[config.mk]
export PLATFORM = sky130hd
export DESIGN_NAME = dual_input_debouncer
export DESIGN_NICKNAME = d
export VERILOG_FILES = /design/src/rtl/dual_input_debouncer.sv
export SDC_FILE = /design/constraint.sdc
export NUM_CORES = 1
export LEC_CHECK = 0
export BUFFER_PORTS_ARGS = -buffer_cell sky130_fd_sc_hd__buf_4
export CAP_MARGIN = 10
export CELL_PAD_IN_SITES_DETAIL_PLACEMENT = 1
export CELL_PAD_IN_SITES_GLOBAL_PLACEMENT = 2
export CORE_UTILIZATION = 42
export DETAILED_ROUTE_END_ITERATION = 10
export GPL_ROUTABILITY_DRIVEN = 0
export GPL_TIMING_DRIVEN = 0
export PLACE_DENSITY_LB_ADDON = 0.1
export SYNTH_ARGS = -nofsm -noshare
export SYNTH_HDL_FRONTEND = slang
export SYNTH_SLANG_ARGS = --single-unit
[constraint.sdc]
create_clock -name clock -period 2.88 [get_ports clock]
set_input_delay 0.432 -clock clock [delete_from_list [all_inputs] [get_ports clock]]
set_output_delay 0.432 -clock clock [all_outputs]
set_load 0.02 [all_outputs]
[src/rtl/dual_input_debouncer.sv]
// Two-channel input conditioner: 2-flop synchroniser, tick-qualified debounce
// counter and registered rising-edge strobe per channel, all from flops.
module dual_input_debouncer #(
  parameter int DEBOUNCE_CYCLES = 4
) (
  input  logic clock,
  input  logic reset_n,
  input  logic tick,
  input  logic rawA,
  input  logic rawB,
  output logic A,
  output logic B,
  output logic riseA,
  output logic riseB
);

  localparam logic [7:0] LAST_COUNT = 8'(DEBOUNCE_CYCLES - 1);

  logic [1:0] rawVec;
  logic [1:0] stableVec;
  logic [1:0] riseVec;

  assign rawVec = {rawB, rawA};

  generate
    for (genvar gi = 0; gi < 2; gi++) begin : gChannel
      logic       sync1Reg;
      logic       sync2Reg;
      logic       stableReg;
      logic       riseReg;
      logic [7:0] cntReg;

      always_ff @(posedge clock or negedge reset_n) begin
        if (!reset_n) begin
          sync1Reg  <= 1'b0;
          sync2Reg  <= 1'b0;
          stableReg <= 1'b0;
          riseReg   <= 1'b0;
          cntReg    <= 8'd0;
        end else begin
          sync1Reg <= rawVec[gi];
          sync2Reg <= sync1Reg;
          riseReg  <= 1'b0;
          if (tick) begin
            if (sync2Reg == stableReg) begin
              cntReg <= 8'd0;
            end else if (cntReg == LAST_COUNT) begin
              // Accept the new level; the strobe fires only for a 0->1 acceptance.
              stableReg <= sync2Reg;
              riseReg   <= sync2Reg;
              cntReg    <= 8'd0;
            end else begin
              cntReg <= cntReg + 8'd1;
            end
          end
        end
      end

      assign stableVec[gi] = stableReg;
      assign riseVec[gi]   = riseReg;
    end
  endgenerate

  assign A     = stableVec[0];
  assign B     = stableVec[1];
  assign riseA = riseVec[0];
  assign riseB = riseVec[1];

endmodule

Word-level counts from Yosys, hierarchy flattened
Cells that the tools add are included.

Memories: 0. Bits in registers: 24. Bits in writable memories: 0. Bits in read-only memories: 0. Latch bits: 0. Word-level logic and storage cells: 30. Output and inout port bits: 4.

Reductions and logical operators: 2. Shift operators: 0. $lt $le $gt $ge: 0. Equality and inequality tests: 4. Multipliers: 0. Muxes and demuxes: 10. Divide/modulo/power cells: 0. Bitwise operators: 2. Add/sub/neg operators: 2.

Operators with widths (number): 2-to-1 mux 8 bit (4); adder 8 x 1 -> 8 bit (second input constant) (2); equality test 8 x 2 -> 1 bit (second input constant) (2); 2-to-1 mux 1 bit (6); AND reduction 3 bit (2); equality test 1 bit (2); inverter 1 bit (2).

Logic depth before layout (Yosys ltp)
Word-level depth: 4. Depth in mapped cells: 5. Gate-level depth less buffers: 5.

Worst setup path after synthesis
Ideal clock, no wire load.

Path kind: reg-to-reg. From: register gChannel[0].cntReg[0]. To: register gChannel[0].cntReg[7]. Data required time: 2.759 ns. Cell stages (with the launch flop): 6. Path slack: 1.169 ns. Data arrival time: 1.590 ns. Buffers on the path: 0. Clock period less this slack: 1.711 ns. Path through: dfrtp_1 ha_1 or4b_4 nor4_4 nor2_2 a22o_2.

Cells in the longest elaborated chain, start to end: 3.

Ends and longest elaborated chain: start: declaration (line 31) `logic [7:0] cntReg;`; start signal: assignment (line 53) `cntReg <= cntReg + 8'd1;`; adder 8 x 1 -> 8 bit / equality test 8 x 2 -> 1 bit (equally long branches) (line 53, 47); 2-to-1 mux 8 bit (*) (line 47) `end else if (cntReg == LAST_COUNT) begin`; 2-to-1 mux 8 bit (*) (line 45) `if (sync2Reg == stableReg) begin`.

Every way passes the cells marked *; elsewhere a longest branch is shown, timed or not. A chain may end at the register's enable or synchronous reset.

Worst setup path after layout
From: register gChannel[0].cntReg[0]. To: register gChannel[0].cntReg[1].

The elaborated chain is that of the path after synthesis.

==> impl_metrics.py <==
metrics = {
    "routing": {
        "drcViolationCount": 0,
        "ant_nets": 0,
        "vias": 851,
        "wl_per_cell_um": 16.94,
        "drt_iter0_drc": 8,
        "totalWireLength_mm": 2.388,
        "firstDrtPassIters": 3,
        "via_per_inst": 6.035,
    },
    "final_layout": {
        "drive_gt1_share_pct": 21.62,
        "nets": 119,
        "utilization_pct": 51.08,
        "diodes": 0,
        "fin_area_sq_mm": 0.001300,
        "final_cells": 141,
        "syn_to_final_growth_pct": 12.45,
    },
    "clock_tree": {
        "cts_tree": "yes",
        "ctsHoldBuffers": 1,
        "cts.sinks": 24,
        "cts_buffer_depth": 2,
        "clk_pin_slew_worst_paths_ns": 0.12,
        "clk_latency_ns": 0.32,
        "htreeDepth": 1,
        "post_cts_buffers": 0,
        "cts_resized": 0,
        "cts_inserted_buffers": 3,
        "ctsRootBufferMaster": "clkbuf_4",
    },
    "sta": {
        "rsz0062_at_grt": "false",
        "slew_headroom_pct": 54.72,
        "fmax_mhz": 521.2,
        "setup_viol": 0,
        "period_minus_slack_ns": 1.919,
        "skew_ns": 0.01020,
        "finalSetupTns_ns": 0,
        "layout_worst_path_cycle_share_pct": 66.63,
        "report.final.slew_viol_count": 0,
        "worst_slack_ns": 0.9612,
        "worst_pin_slew_ns": 0.6780,
        "finalHoldViolCount": 0,
    },
    "critical_path": {
        "rr_startpoint": "gChannel[0].cntReg[0]$_DFFE_PN0P_",
        "cp.required_ns": 3.09,
        "worstSetupPathType": "flip-flop to flip-flop",
        "endpoint_kind": "flip-flop",
        "critPathSlowestCell": "or4b_4",
        "crit_arrival_ns": 2.13,
        "rrSetupSlack_ns": 0.96,
        "critical-path-max-stage-delay_ns": 0.50,
        "reg2reg_depth": 5,
        "startpoint_type": "flip-flop",
        "r2r_end": "gChannel[0].cntReg[1]$_DFFE_PN0P_",
        "crit_fanout": 6,
        "worstPathCellList": "ha_1, or4b_4, nor4_4, nor2_2, a22o_2",
    },
    "synthesis": {
        "synth_top_area_share_pct": 51.95,
        "yosysTopAreaCell": "dfrtp_1",
        "syn_area_per_cell_sq_um": 11.80,
        "synthCells": 98,
        "syn-num-nets": 105,
        "synth_cell_types": 37,
        "synth_seq_cells": 24,
        "yosysSeqAreaShare_pct": 51.95,
        "synth_area_sq_mm": 0.001156,
        "synthArstFlopShare_pct": 100.0,
        "ys.flop_type": "dfrtp_1",
        "synth-edff-count": 0,
        "yosys-top-cells-area": "dfrtp_1, a22o_1, nand3_1",
        "yosysWarnings": 0,
    },
    "hold_path": {
        "holdPathEnd": "gChannel[1].sync1Reg$_DFF_PN0_",
        "hold_path_class": "primary input to flip-flop",
        "hold_depth": 1,
        "hp-start": "rawB",
    },
    "pwr": {
        "p_leak_nw": 0.6075,
        "p_per_area_mw_per_mm2": 653.9,
        "vdd_drop_max_mv": 0.4750,
    },
    "place": {
        "dp.cells": 136,
        "dpl_cell_area_sq_mm": 0.001254,
        "post-place-ws_ns": 0.9717,
        "port_buffers": 8,
        "dp_hpwl_mm": 1.695,
    },
    "global_routing": {
        "grt_overflow": 0,
        "grt_pass1_wl_mm": 4.071,
        "grt_max_degree": 25,
        "grt_pass1_vias": 871,
        "antenna_found_initial": 0,
        "track_usage_pct": 19.85,
    },
    "floorplanning": {
        "rows": 18,
        "ios": 9,
        "die_y_um": 54.47,
        "die-area_sq_mm": 0.002966,
        "die_w_um": 54.47,
        "start_util_pct": 45.43,
        "core_sq_mm": 0.002545,
    },
    "flow_run": {
        "maxCapViolations": 0,
    },
    "outcome": {
        "status": "finished clean",
    },
}
cell usage after synthesis, types with 3 or more instances:
| cell | instances |
|---|---|
| nor3_1 | 3 |
| dfrtp_1 | 24 |
| nand2_1 | 6 |
| a22o_2 | 3 |
| xnor2_1 | 4 |
| nand3_1 | 7 |
| a31oi_1 | 3 |
| and3_1 | 3 |
| nor4b_1 | 3 |
| a22o_1 | 5 |
| a21o_1 | 3 |
worst max-delay path: cells and delay by family, from the launching register on:
family / cells / cell delay (ns)
fa+ha+maj: 1 / 0.24
flops: 1 / 0.42
simple gates: 3 / 0.94
compound gates: 1 / 0.22
kinds of logic after synthesis:
group / synth area share [%]
multiplexers: 3.680
flip-flops: 51.95
AND/OR/NAND/NOR: 19.91
AO/OA/AOI/OAI: 16.67
XOR/XNOR: 4.545
buffers and inverters: 1.081
adder cells (fa/ha/maj): 2.164
report_power, final:
part	switching [mW]	internal (mW)
sequential	0.0511	0.383
combinational	0.127	0.110
clock	0.101	0.0773
total	0.279	0.571
how the worst max path moves through the flow:
stage,slack [ns],end,startpoint
3_3_place_gp,1.01,gChannel[0].cntReg[6]$_DFFE_PN0P_,gChannel[0].cntReg[0]$_DFFE_PN0P_
6_report,0.96,gChannel[0].cntReg[1]$_DFFE_PN0P_,gChannel[0].cntReg[0]$_DFFE_PN0P_
4_1_cts,0.95,gChannel[0].cntReg[7]$_DFFE_PN0P_,gChannel[0].cntReg[0]$_DFFE_PN0P_
3_5_place_dp,0.97,gChannel[0].cntReg[7]$_DFFE_PN0P_,gChannel[0].cntReg[0]$_DFFE_PN0P_
5_1_grt,0.84,gChannel[0].cntReg[6]$_DFFE_PN0P_,gChannel[0].cntReg[0]$_DFFE_PN0P_
2_1_floorplan,1.17,gChannel[0].cntReg[7]$_DFFE_PN0P_,gChannel[0].cntReg[0]$_DFFE_PN0P_
registers in the layout (all words and copies together) (netlist names):
name and count:
gChannel.cntReg 16, gChannel.sync2Reg 2, riseB 1, riseA 1
gChannel.sync1Reg 2, B 1, A 1
layout by cell type (no fill, tap or decap), types with 3 or more instances in the layout:
master	Yosys	layout
nand2_1	6	6
dfrtp_1	24	24
clkbuf_4	0	3
buf_4	0	8
a31oi_1	3	3
a21o_1	3	3
and3_1	3	3
nand3_1	7	7
nor4b_1	3	3
a22o_1	5	5
xnor2_1	4	4
nor3_1	3	3
a22o_2	3	3
per-stage QoR:
step                power (mW)  hold slack [ns]
CTS                     0.8602           0.2004
floorplan               0.5970           0.1364
finish                  0.8501           0.2164
detailed placement      0.6779           0.3425
global placement        0.6629           0.3413
global route            0.9028           0.1842
layout make-up:
type,instances,area [sq um]
Clock buffer,4,36.28
Sequential cell,24,600.6
Inverter,1,3.754
Timing Repair Buffer,9,70.07
Buffer,2,8.758
Tap cell,30,37.54
Fill cell,268,1245
Multi-Input combinational cell,71,543.0
per-layer routing:
layer	wire [um]	GRT usage, %
met4	15	5.128
met1	1220	25.48
met3	67	6.111
met2	1084	32.32
met5	0	0
No activity file was read; power rests on OpenSTA's default activity.
